--- src/rtl/lsu_handshake_unit.sv ---
// lsu_handshake_unit: load/store unit with a ready-handshaked data-memory port.
// Holds the pipeline through memory wait states, aligns and extends load data,
// and aborts an access that waits longer than TIMEOUT_CYC cycles.
// Optional build macro: LSU_MISALIGN_TRAP_EN (reject misaligned requests with
// err_misalign instead of forcing the address down to the access size).
module lsu_handshake_unit #(
    parameter int XLEN        = 32,
    parameter int ADDR_W      = 32,
    parameter int TIMEOUT_CYC = 16
) (
    input  logic              CLK,
    input  logic              rst,
    input  logic              req_valid,
    input  logic              req_store,
    input  logic [2:0]        req_func3,
    input  logic [ADDR_W-1:0] req_addr,
    input  logic [XLEN-1:0]   req_wdata,
    input  logic [4:0]        req_rd,
    output logic              stall,
    output logic [ADDR_W-1:0] MEM_addr,
    output logic [XLEN-1:0]   MEM_WR_out,
    output logic [2:0]        MEM_type,
    output logic              MEM_rd_en,
    output logic              MEM_wr_en,
    input  logic              MEM_ready,
    input  logic [XLEN-1:0]   MEM_data,
    output logic              wb_valid,
    output logic [4:0]        wb_rd,
    output logic [XLEN-1:0]   wb_data,
    output logic              err_timeout,
    output logic              err_misalign
);

`ifdef LSU_MISALIGN_TRAP_EN
    localparam bit TRAP_EN = 1'b1;
`else
    localparam bit TRAP_EN = 1'b0;
`endif

    localparam int NBYTES   = XLEN / 8;
    localparam int OFF_W    = $clog2(NBYTES);
    localparam int CNT_W    = (TIMEOUT_CYC > 1) ? $clog2(TIMEOUT_CYC + 1) : 1;
    localparam int LAST_CNT = (TIMEOUT_CYC > 0) ? TIMEOUT_CYC - 1 : 0;

    typedef enum logic [1:0] {IDLE, ACCESS, RESP} state_t;

    state_t            state, state_d;
    logic [ADDR_W-1:0] addr_q;
    logic [XLEN-1:0]   wdata_q;
    logic [2:0]        type_q;
    logic              store_q;
    logic [4:0]        rd_q;
    logic [XLEN-1:0]   load_q;
    logic [CNT_W-1:0]  wait_cnt;
    logic              timeout_q;
    logic              misalign_q;

    logic [2:0]        req_f3_n;
    logic [ADDR_W-1:0] lo_mask;
    logic              req_misalign;
    logic [XLEN-1:0]   req_repl;
    logic [XLEN-1:0]   shifted;
    logic [XLEN-1:0]   load_ext;
    logic              to_hit;

    // Normalise func3, derive alignment mask and lane-replicated store data.
    always_comb begin
        req_f3_n = req_func3;
        if (XLEN == 32 && req_func3[1:0] == 2'b11)
            req_f3_n = {req_func3[2], 2'b10};
        case (req_f3_n[1:0])
            2'b00:   lo_mask = ADDR_W'(0);
            2'b01:   lo_mask = ADDR_W'(1);
            2'b10:   lo_mask = ADDR_W'(3);
            default: lo_mask = ADDR_W'(7);
        endcase
        req_misalign = |(req_addr & lo_mask);
        case (req_f3_n[1:0])
            2'b00:   req_repl = {NBYTES{req_wdata[7:0]}};
            2'b01:   req_repl = {(NBYTES / 2){req_wdata[15:0]}};
            2'b10:   req_repl = {(NBYTES / 4){req_wdata[31:0]}};
            default: req_repl = req_wdata;
        endcase
    end

    // Shift the addressed lane down to bit 0 and extend it to XLEN.
    always_comb begin
        shifted = MEM_data >> {addr_q[OFF_W-1:0], 3'b000};
        case (type_q)
            3'b000:  load_ext = XLEN'($signed(shifted[7:0]));
            3'b001:  load_ext = XLEN'($signed(shifted[15:0]));
            3'b010:  load_ext = XLEN'($signed(shifted[31:0]));
            3'b100:  load_ext = XLEN'(shifted[7:0]);
            3'b101:  load_ext = XLEN'(shifted[15:0]);
            3'b110:  load_ext = XLEN'(shifted[31:0]);
            default: load_ext = shifted;
        endcase
        to_hit = (TIMEOUT_CYC != 0) && !MEM_ready && (wait_cnt == CNT_W'(LAST_CNT));
    end

    // State register.
    always_ff @(posedge CLK or negedge rst) begin
        if (!rst) state <= IDLE;
        else      state <= state_d;
    end

    // Next state and handshake/writeback outputs.
    always_comb begin
        state_d      = state;
        stall        = 1'b0;
        MEM_rd_en    = 1'b0;
        MEM_wr_en    = 1'b0;
        wb_valid     = 1'b0;
        wb_rd        = '0;
        wb_data      = '0;
        err_timeout  = 1'b0;
        err_misalign = 1'b0;
        case (state)
            IDLE: begin
                stall = req_valid;
                if (req_valid)
                    state_d = (TRAP_EN && req_misalign) ? RESP : ACCESS;
            end
            ACCESS: begin
                stall     = 1'b1;
                MEM_rd_en = ~store_q;
                MEM_wr_en = store_q;
                if (MEM_ready || to_hit)
                    state_d = RESP;
            end
            RESP: begin
                state_d      = IDLE;
                wb_valid     = ~store_q & ~timeout_q & ~misalign_q;
                wb_rd        = rd_q;
                wb_data      = load_q;
                err_timeout  = timeout_q;
                err_misalign = misalign_q;
            end
            default: state_d = IDLE;
        endcase
    end

    // Request capture, wait counter and load-data capture.
    always_ff @(posedge CLK or negedge rst) begin
        if (!rst) begin
            addr_q     <= '0;
            wdata_q    <= '0;
            type_q     <= '0;
            store_q    <= 1'b0;
            rd_q       <= '0;
            load_q     <= '0;
            wait_cnt   <= '0;
            timeout_q  <= 1'b0;
            misalign_q <= 1'b0;
        end else begin
            case (state)
                IDLE: if (req_valid) begin
                    addr_q     <= TRAP_EN ? req_addr : (req_addr & ~lo_mask);
                    wdata_q    <= req_repl;
                    type_q     <= req_f3_n;
                    store_q    <= req_store;
                    rd_q       <= req_rd;
                    wait_cnt   <= '0;
                    timeout_q  <= 1'b0;
                    misalign_q <= TRAP_EN & req_misalign;
                end
                ACCESS: begin
                    if (MEM_ready)
                        load_q <= load_ext;
                    else if (wait_cnt != '1)
                        wait_cnt <= wait_cnt + 1'b1;
                    timeout_q <= to_hit;
                end
                default: ;
            endcase
        end
    end

    assign MEM_addr   = addr_q;
    assign MEM_WR_out = wdata_q;
    assign MEM_type   = type_q;

endmodule
--- config.mk ---
export PLATFORM = sky130hd
export DESIGN_NAME = lsu_handshake_unit
export DESIGN_NICKNAME = d
export VERILOG_FILES = /design/src/rtl/lsu_handshake_unit.sv
export SDC_FILE = /design/constraint.sdc
export NUM_CORES = 1
export LEC_CHECK = 0
export ABC_AREA = 1
export CORE_MARGIN = 2
export CORE_UTILIZATION = 30
export CTS_CLUSTER_SIZE = 28
export DETAILED_ROUTE_END_ITERATION = 6
export SYNTH_ARGS = -nofsm -noshare
export SYNTH_HDL_FRONTEND = slang
export SYNTH_SLANG_ARGS = --single-unit
--- constraint.sdc ---
create_clock -name CLK -period 2.6 [get_ports CLK]
set_input_delay 0.26 -clock CLK [delete_from_list [all_inputs] [get_ports CLK]]
set_output_delay 0.26 -clock CLK [all_outputs]
set_load 0.01 [all_outputs]
==> metrics.cfg <==
[timing]
clock_skew_ns = 0.00750
tightestPinTransition_ns = 0.748
rsz0062_at_grt = no
max_slew_margin_pct = 50.0
setup_violations = 0
fin_crit_sh_pct = 88.2
fmax_ghz = 0.436
hold_violations = 0
min_period_ns = 2.29
drv_slew = 0
fin_tns_setup_ns = 0

[global_routing]
gr-max-usage-layer = met2
gr-usage-all-layers_pct = 18.4
use_met2_pct = 29.2
antenna_found_initial = 0
grt_pass1_wl_um = 28600
grt_max_degree = 52
met1_usage_pct = 22.8
gr-usage-met3_pct = 7.67
grt-ovfl-total = 0
grt_pass1_vias = 5429

[clock_network]
htree_num_levels = 4
root_buffer = clkbuf_16
cts_tree = done
cts_resized = 0
cts_buffers = 17
cts_setup_buffers = 0
clkLatencyLatePin_ns = 0.41
holdBufCountCts = 1
clk_pin_slew_ns = 0.05
clk_path_buf_depth = 2
cts.sinks = 113

[route]
postRouteAntennaNets = 0
routed_wl_um = 18300
drc = 0
viasPerCell = 4.53
wire_per_inst_um = 15.0
vias = 5548
drtIter0Drc = 321
drtPass1Iterations = 5

[synthesis]
yosys.cell_count.top_type = nand2_1
mappedNetlistNets = 886
ys_seq_area_share_pct = 49.5
async_flop_share_pct = 100
synth_edf_count = 0
yosys-top-cells-area = dfrtp_1 (49%), nand2_1 (19%), nand3_1 (5.5%), inv_1 (5.5%), nor2_1 (4.3%)
yosysTopAreaCell = dfrtp_1
synthTopCellsByCount = nand2_1 (286), dfrtp_1 (113), inv_1 (83)
synth_cell_type_count = 28
synth.top_cell.area_share_pct = 49.5
ys_warn_count = 0
synthesis.instances = 774
synth.avg_cell_area_um2 = 7.38
ys_seq_elements = 113
synthFlopType = dfrtp_1
syn-cell-area_um2 = 5710

[final_layout]
fin_util_pct = 46.2
final_layout_size_suffix_gt1_share_pct = 6.06
synthToLayoutAreaGrowth_pct = 51.2
n_fill_cell = 1824
fin_cells = 1224
antenna_cells = 0
nets = 1091

[floorplanning]
coreArea_um2 = 18700
io_pins = 219
die-area_um2 = 20200
fp.dieW_um = 142
die_h_um = 142
placementRows = 50
start_util_pct = 30.5

[setup_path]
timing.rr.end = load_q[18]
end_kind = output port
max_stage_delay_ns = 0.58
rr_worst_depth = 6
critical_path.cell_chain = inv_2 > nand2_1 > buf_4 > nor2_1 > clkdlybuf4s50_1
path_max_fanout = 39
r2r-start = MEM_addr[1]
reg2reg_slack_ns = 0.72
slowest_stage = clkdlybuf4s50_1
start_kind = flip-flop
arrival_ns = 2.03
crit_type = reg -> out
crit_required_ns = 2.34

[min_path]
hold_path_class = in -> reg
hold_depth = 3
hold_path_end = MEM_addr[30]
holdCritStartpoint = req_addr[30]

[run]
cap_violations = 0

[power]
powerDensity_nw_per_um2 = 998
leakagePower_nw = 4.22
finalPower_mw = 8.62
ir_worst_vdd_mv = 0.551

[run_status]
status = finished, final reports clean

[placement]
portBuffers = 217
gp_congestion = 0.857
dp.cells = 1193
dp_hpwl_um = 12900

flip-flops by register name, indices dropped and copies added (netlist names):
signal      flops
load_q         32
wait_cnt        5
store_q         1
rd_q            5
MEM_type        3
MEM_addr       32
MEM_WR_out     32
state           2
timeout_q       1
worst max path at each step:
stage / startpoint / endpoint / depth (start not counted)
global placement: req_valid / stall / 4
CTS: state[0] / wb_rd[4] / 5
detailed placement: req_valid / stall / 4
finish: state[0] / wb_rd[4] / 5
global route: state[0] / wb_rd[4] / 5
floorplan: wait_cnt[0] / wait_cnt[3] / 9
final cells by class:
cell class | instances | area, um2 | area share (%)
sequential | 113 | 2830 | 32.7
clock inverter | 9 | 108 | 1.25
timing repair buffer | 230 | 2290 | 26.6
multi-input combinational | 529 | 2300 | 26.6
tap | 234 | 293 | 3.39
inverter | 88 | 333 | 3.85
clock buffer | 21 | 480 | 5.56
cells by family (layout without fill, tap and decap cells):
group                    after synthesis  after routing  share of synthesized area [%]
flip-flops                           113            113                           49.5
other                                  1              1                         0.0656
AND/OR/NAND/NOR                      426            426                           30.2
XOR/XNOR                               1              1                          0.153
adder cells (fa/ha/maj)                3              3                          0.657
buffers and inverters                132            348                           10.4
multiplexers                           1              1                          0.175
AO/OA/AOI/OAI                         97             97                           8.91
per-layer routing:
| layer | vias to the layer above | part of all wire (%) |
|---|---|---|
| li1 | 2796 | - |
| met1 | 2510 | 42 |
| met2 | 218 | 46 |
| met3 | 24 | 10 |
| met4 | 0 | 1.5 |
| met5 | - | 0 |
worst max-delay path: cells and delay by family, from the launching register on:
kind,cells,cell delay [ns]
buffers and inverters,3,0.92
DFF,1,0.40
and+or+nand+nor,2,0.28
cells in the final DEF, fill, tap and decap left out, types with 3 or more instances in the layout:
| cell | count |
|---|---|
| a21oi_1 | 33 |
| buf_4 | 11 |
| dfrtp_1 | 113 |
| nor2_1 | 65 |
| clkbuf_16 | 17 |
| nand2_2 | 3 |
| clkbuf_8 | 4 |
| clkdlybuf4s50_1 | 216 |
| o21ai_0 | 45 |
| nand3_1 | 63 |
| clkinv_2 | 3 |
| inv_1 | 83 |
| nand2_1 | 285 |
| inv_2 | 4 |
| o211ai_1 | 7 |
| nor2_2 | 3 |
| o21ai_1 | 9 |
| ha_1 | 3 |
metrics by stage:
step	hold slack, ns	area, um2	setup WS, ns
6_report	0.378	8640	0.306
5_1_grt	0.375	8640	0.196
4_1_cts	0.361	8640	0.264
3_5_place_dp	0.300	8040	0.658
3_3_place_gp	0.301	8040	0.668
2_1_floorplan	-0.0356	5710	1.17
where the power goes:
| group | switching [mW] | internal, mW | leakage [nW] |
|---|---|---|---|
| sequential | 0.374 | 2.49 | 1.38 |
| clock | 0.834 | 1.50 | 0.287 |
| combinational | 1.82 | 1.61 | 2.56 |
Note: power is estimated with default switching activity, not from simulation.
